[src/rtl/slot_pkg.sv]
// slot_pkg: shared Apple II slot-space address map, C8 ownership states and defaults.
package slot_pkg;

    localparam logic [7:0]  IO_BANKS [4] = '{8'h00, 8'h01, 8'hE0, 8'hE1};
    localparam logic [15:0] C0_DEV_LO    = 16'hC080;
    localparam logic [15:0] C0_DEV_HI    = 16'hC0FF;
    localparam logic [15:0] CN_LO        = 16'hC100;
    localparam logic [15:0] CN_HI        = 16'hC7FF;
    localparam logic [15:0] C8_LO        = 16'hC800;
    localparam logic [15:0] C8_HI        = 16'hCFFF;
    localparam logic [15:0] C8_RELEASE   = 16'hCFFF;
    localparam logic [7:0]  FLOAT_DEFAULT = 8'h80;

    typedef enum logic [1:0] {C8_NONE, C8_SLOT, C8_INTERNAL} c8_state_t;

    function automatic logic is_io_bank(input logic [7:0] b);
        is_io_bank = 1'b0;
        for (int i = 0; i < 4; i++)
            if (b == IO_BANKS[i]) is_io_bank = 1'b1;
    endfunction

endpackage

[src/rtl/slot_bus_decoder_c8_owner_fsm.sv]
// c8_owner_fsm: tracks who owns the $C800-$CFFF expansion ROM window.
// Release wins over any claim presented in the same cycle.
module c8_owner_fsm
    import slot_pkg::*;
(
    input  logic       clk_sys,
    input  logic       reset_n,
    input  logic       claim_slot,
    input  logic       claim_int,
    input  logic       release_c8,
    input  logic [2:0] slot,
    output c8_state_t  state,
    output logic [2:0] owner
);

    always_ff @(posedge clk_sys or negedge reset_n) begin
        if (!reset_n) begin
            state <= C8_NONE;
            owner <= 3'd0;
        end else if (release_c8) begin
            state <= C8_NONE;
            owner <= 3'd0;
        end else if (claim_slot) begin
            state <= C8_SLOT;
            owner <= slot;
        end else if (claim_int) begin
            state <= C8_INTERNAL;
            owner <= 3'd0;
        end
    end

endmodule

[src/rtl/slot_bus_decoder.sv]
// slot_bus_decoder: registered per-slot DEVSEL/IOSEL/IOSTROBE decode, C8 ownership
// and card read-data mux for Apple II/IIgs peripheral slots.
module slot_bus_decoder
    import slot_pkg::*;
#(
    parameter int                 NUM_SLOTS = 7,
    parameter int                 DATA_W    = 8,
    parameter logic [DATA_W-1:0]  FLOAT_VAL = DATA_W'(FLOAT_DEFAULT)
) (
    input  logic                  clk_sys,
    input  logic                  reset_n,
    input  logic                  phi0,
    input  logic [7:0]            bank,
    input  logic [15:0]           addr,
    input  logic                  we,
    input  logic [7:0]            sltromsel,
    input  logic                  intcxrom,
    input  logic [8*DATA_W-1:0]   slot_dout,
    input  logic [7:0]            slot_drive,
    output logic [7:0]            dev_sel,
    output logic [7:0]            io_sel,
    output logic [7:0]            io_strobe,
    output logic [2:0]            c8_owner,
    output logic                  c8_internal,
    output logic                  internal_rom_sel,
    output logic                  card_hit,
    output logic [DATA_W-1:0]     card_dout
);

    logic [7:0]        ext_en, dev_d, io_d, stb_d;
    logic              io, in_dev, in_cn, in_c8, irom_d, hit_d;
    logic [2:0]        dev_slot, cn_slot, sel_slot, owner;
    logic [DATA_W-1:0] dout_d;
    c8_state_t         state;
    logic              unused_we;

    // Reads and writes decode identically; the direction only matters to the cards.
    assign unused_we = we;

    always_comb begin
        ext_en = '0;
        for (int n = 1; n < 8; n++)
            ext_en[n] = sltromsel[n] && !intcxrom && n <= NUM_SLOTS;
    end

    assign io       = is_io_bank(bank);
    assign in_dev   = io && addr >= C0_DEV_LO && addr <= C0_DEV_HI;
    assign in_cn    = io && addr >= CN_LO && addr <= CN_HI;
    assign in_c8    = io && addr >= C8_LO && addr <= C8_HI;
    assign dev_slot = addr[6:4];
    assign cn_slot  = addr[10:8];

    assign dev_d  = (in_dev && dev_slot != 3'd0 && ext_en[dev_slot]) ? 8'b1 << dev_slot : 8'h00;
    assign io_d   = (in_cn && ext_en[cn_slot]) ? 8'b1 << cn_slot : 8'h00;
    // Ownership survives a revoke; only the strobe is gated by the live enable.
    assign stb_d  = (in_c8 && state == C8_SLOT && ext_en[owner]) ? 8'b1 << owner : 8'h00;
    assign irom_d = (in_cn && !ext_en[cn_slot]) || (in_c8 && stb_d == 8'h00);

    assign sel_slot = |dev_d ? dev_slot : |io_d ? cn_slot : owner;
    assign hit_d    = |(dev_d | io_d | stb_d) && slot_drive[sel_slot];
    assign dout_d   = hit_d ? slot_dout[sel_slot*DATA_W +: DATA_W] : FLOAT_VAL;

    c8_owner_fsm u_c8 (
        .clk_sys    (clk_sys),
        .reset_n    (reset_n),
        .claim_slot (phi0 && in_cn && ext_en[cn_slot]),
        .claim_int  (phi0 && in_cn && !ext_en[cn_slot] && cn_slot == 3'd3),
        .release_c8 (phi0 && io && addr == C8_RELEASE),
        .slot       (cn_slot),
        .state      (state),
        .owner      (owner)
    );

    assign c8_owner    = owner;
    assign c8_internal = state == C8_INTERNAL;

    always_ff @(posedge clk_sys or negedge reset_n) begin
        if (!reset_n) begin
            dev_sel          <= '0;
            io_sel           <= '0;
            io_strobe        <= '0;
            internal_rom_sel <= 1'b0;
            card_hit         <= 1'b0;
            card_dout        <= FLOAT_VAL;
        end else begin
            dev_sel          <= dev_d;
            io_sel           <= io_d;
            io_strobe        <= stb_d;
            internal_rom_sel <= irom_d;
            card_hit         <= hit_d;
            card_dout        <= dout_d;
        end
    end

endmodule

[config.mk]
export PLATFORM = sky130hd
export DESIGN_NAME = slot_bus_decoder
export DESIGN_NICKNAME = d
export VERILOG_FILES = /design/src/rtl/slot_pkg.sv /design/src/rtl/slot_bus_decoder_c8_owner_fsm.sv /design/src/rtl/slot_bus_decoder.sv
export SDC_FILE = /design/constraint.sdc
export NUM_CORES = 1
export LEC_CHECK = 0
export CORE_AREA = 2 2 82 84
export CTS_CLUSTER_DIAMETER = 30
export DETAILED_ROUTE_END_ITERATION = 10
export DIE_AREA = 0 0 84 86
export GPL_TIMING_DRIVEN = 0
export PLACE_DENSITY = 0.89
export SYNTH_ARGS = -nofsm -noshare
export SYNTH_HDL_FRONTEND = slang
export SYNTH_SLANG_ARGS = --single-unit
[constraint.sdc]
create_clock -name clk_sys -period 3.6 [get_ports clk_sys]
set_clock_uncertainty 0.05 [all_clocks]
set_input_delay 0.36 -clock clk_sys [delete_from_list [all_inputs] [get_ports clk_sys]]
set_output_delay 0.36 -clock clk_sys [all_outputs]
set_load 0.01 [all_outputs]
==> metrics <==
die area=7220 µm²; Placed Area=about 4100 µm²; Synth Register Bits=39; n_diodes=0; Worst Path Max Fanout=9; unrepaired setup endpoints after global routing=no; Comb pwr share=0.194; crit share post-route=0.953; clock buffer depth=2; Worst R2R End=card_dout[4]; GR met3 Demand/Resource=0.0500; Post-Layout Cell Count=468; critical path buffer and inverter count=3; YS warnings=0; largest net degree at the start of global routing=40; Yosys cell types=slightly above 60; Yosys top cell area share=0.365; post-DP HPWL=6.75 mm; switching share of power=0.220; first-pass GRT wire length=12.8 mm; final setup violation count=0; CP startpoint=addr[15]; fmax=291 MHz; Hold Fails Final Rpt=0; crit path to=card_dout[7]; chip height=~86 µm; Slew @ Worst Pin=0.871 ns; clock latency on the worst-skew pair=a little under 0.3 ns; Slew HR=0.418; Worst path max stage delay=0.46 ns; post-route cell area=4240 µm²; EDFF count, synth=0; Worst EP required=3.76 ns; Routed Antenna Nets=0; grt met1 use=0.267; LEAKAGE=~0.0016 µW; Final Util=0.675; crit path time final=3.43 ns; num rows=29; Crit. End Element=register; gr usage total=0.221; Int Pwr=795 µW; starting density of the core=0.415; critical path class=primary input to register; setup_tns=0 ns; max-slew violations=0; pre-CTS setup slack=-0.300 ns; GP Congestion=approximately 0.90; H-tree Lvls=2; GR Overflow Total=0; outcome=finished clean; Largest delay share family, worst path=compound AO/OA/AOI/OAI gates; Layout area overhead=62.8%; clock transition at the registers of the reported paths=around 0.09 ns; top-count cell post-synth=dfrtp_1; synthesized instance count=240; sequential share of power=0.432; R2R depth=8; share of cells above drive strength 1=0.153; met2 GRT Util=0.402; Critical-path top delay cell=a2111oi_4; cts bufs inserted=5; Synth area leaders=dfrtp_1, mux2i_1, mux2_2, a2111oi_2, a22o_1; launch point of the worst reg-to-reg path=u_c8.owner[1]; CTS tree=yes; GRT busiest layer=met2; I/O pins=147; initial antenna violation count=0; mapped cell area=between 2000 and 3000 µm²; Vias/cell=5.52; P_sw=224 µW; CTS sink cnt=39; DP Cell Count=458; worst vdd ir=0.239 mV; # Max-Cap Violations=0; Synth area leader=dfrtp_1; TritonRoute pass-1 iters=4; Post-synth top cells=dfrtp_1, mux2i_1, nor2_1, nand2_1, mux2_2; DR vias=2,582; syn avg cell area=10.8 µm²; Final Worst Setup Slack=about 0.17 ns; initial DRC count=about 120; Core Box Area=6280 µm²; Hold Crit Class=primary input to asynchronous set/reset pin; die width=84 µm; CTS root buffer=clkbuf_8; type of origin of the critical path=primary input; ys async rst share=1.00; NumNets Final=499; vias in the first global route=roughly 2.6k; Arr. time, crit path=3.59 ns; final WL=8.18 mm; wire per inst=17.5 µm; CP cell instances=clkdlybuf4s50_1 -> nor4bb_1 -> o2111ai_2 -> a2111oi_4 -> buf_4 -> mux2_4 -> nor3_2 -> o21ai_4 -> o2111ai_4 -> inv_2 -> o21ai_1; critical path depth in cells=11; PortBufs=139; commonest register cell after synthesis=dfrtp_1; DRC=0; Pwr Density=about 240 nW/µm²; Clock power frac=0.374; post-synthesis sequential area ratio=0.375; R2R Setup Slk=0.64 ns
-- cell families (layout without fill, tap and decap cells) --
group,Yosys count,after routing,share of synthesized area
compound gates,54,54,0.210
buf+inv,19,168,0.0466
flops,39,39,0.375
mux,41,41,0.174
other cells,1,3,0.00144
simple gates,86,86,0.192
-- routing by layer --
layer  vias to the layer above  part of all wire
met5                         -                 0
met4                         0             0.017
met3                        14             0.068
met2                       126              0.53
met1                      1229              0.39
li1                       1213                 -
-- worst min-delay path by stage --
stage,slack [ns],endpoint
final,0.11,u_c8.state[0]
after global routing,0.17,u_c8.state[1]
after CTS,0.14,u_c8.state[0]
after detailed placement,0.45,u_c8.state[1]
after global placement,0.45,u_c8.state[1]
after floorplan,0.01,card_dout[0]
-- power by group through the flow --
stage / Combinational (µW) / Clock [µW] / Sequential (µW)
after detailed placement: 197 / 0 / 449
after global routing: 213 / 406 / 440
final: 198 / 381 / 440
after floorplan: 57.1 / 0 / 450
after global placement: 192 / 0 / 449
after CTS: 198 / 384 / 440
-- repair_timing --
action,in CTS,in global routing
buffers inserted,0,2
setup endpoints to repair,1,8
gates resized for setup,1,1
pin swaps,0,2
hold buffers,0,0
-- flip-flops by register name (all words and copies together) (netlist names) --
signal            flops
io_strobe             8
card_dout             8
dev_sel               8
io_sel                8
internal_rom_sel      1
card_hit              1
u_c8.owner            3
u_c8.state            2
-- placed cells by master, fill, tap and decap left out, types with 3 or more instances in the layout --
cell and count:
clkdlybuf4s50_1 138, dfrtp_1 38, mux2i_1 27, nor2_1 17, nand2_1 15, mux2_2 11, nor3_1 9, a22o_1 9
a2111oi_2 7, nor3b_1 6, clkbuf_8 6, buf_6 5, inv_1 5, buf_4 5, a21oi_1 5, clkbuf_1 4
nand2b_1 4, o21ai_0 4, nand3_1 4, nor4bb_1 3, o211ai_1 3, and3_1 3, nor4_1 3, and2_1 3
nor2b_1 3, nand4_1 3, a32o_1 3, conb_1 3
-- final cells by class --
class                      count  area (µm²)
multi-input combinational    184        1520
tap                           77        96.3
inverter                       6        22.5
clock buffer                   6        82.6
buffer                        13        98.8
timing repair buffer         141        1400
clock inverter                 2        38.8
fill                         492        2040
sequential                    39         977
-- stage by stage --
step                      hold slack (ns)  total power, µW
after floorplan                    0.0144              507
after global placement              0.451              641
after detailed placement            0.455              646
after CTS                           0.144             1020
after global routing                0.174             1060
final                               0.114             1020
Note: power is estimated with default switching activity, not from simulation.
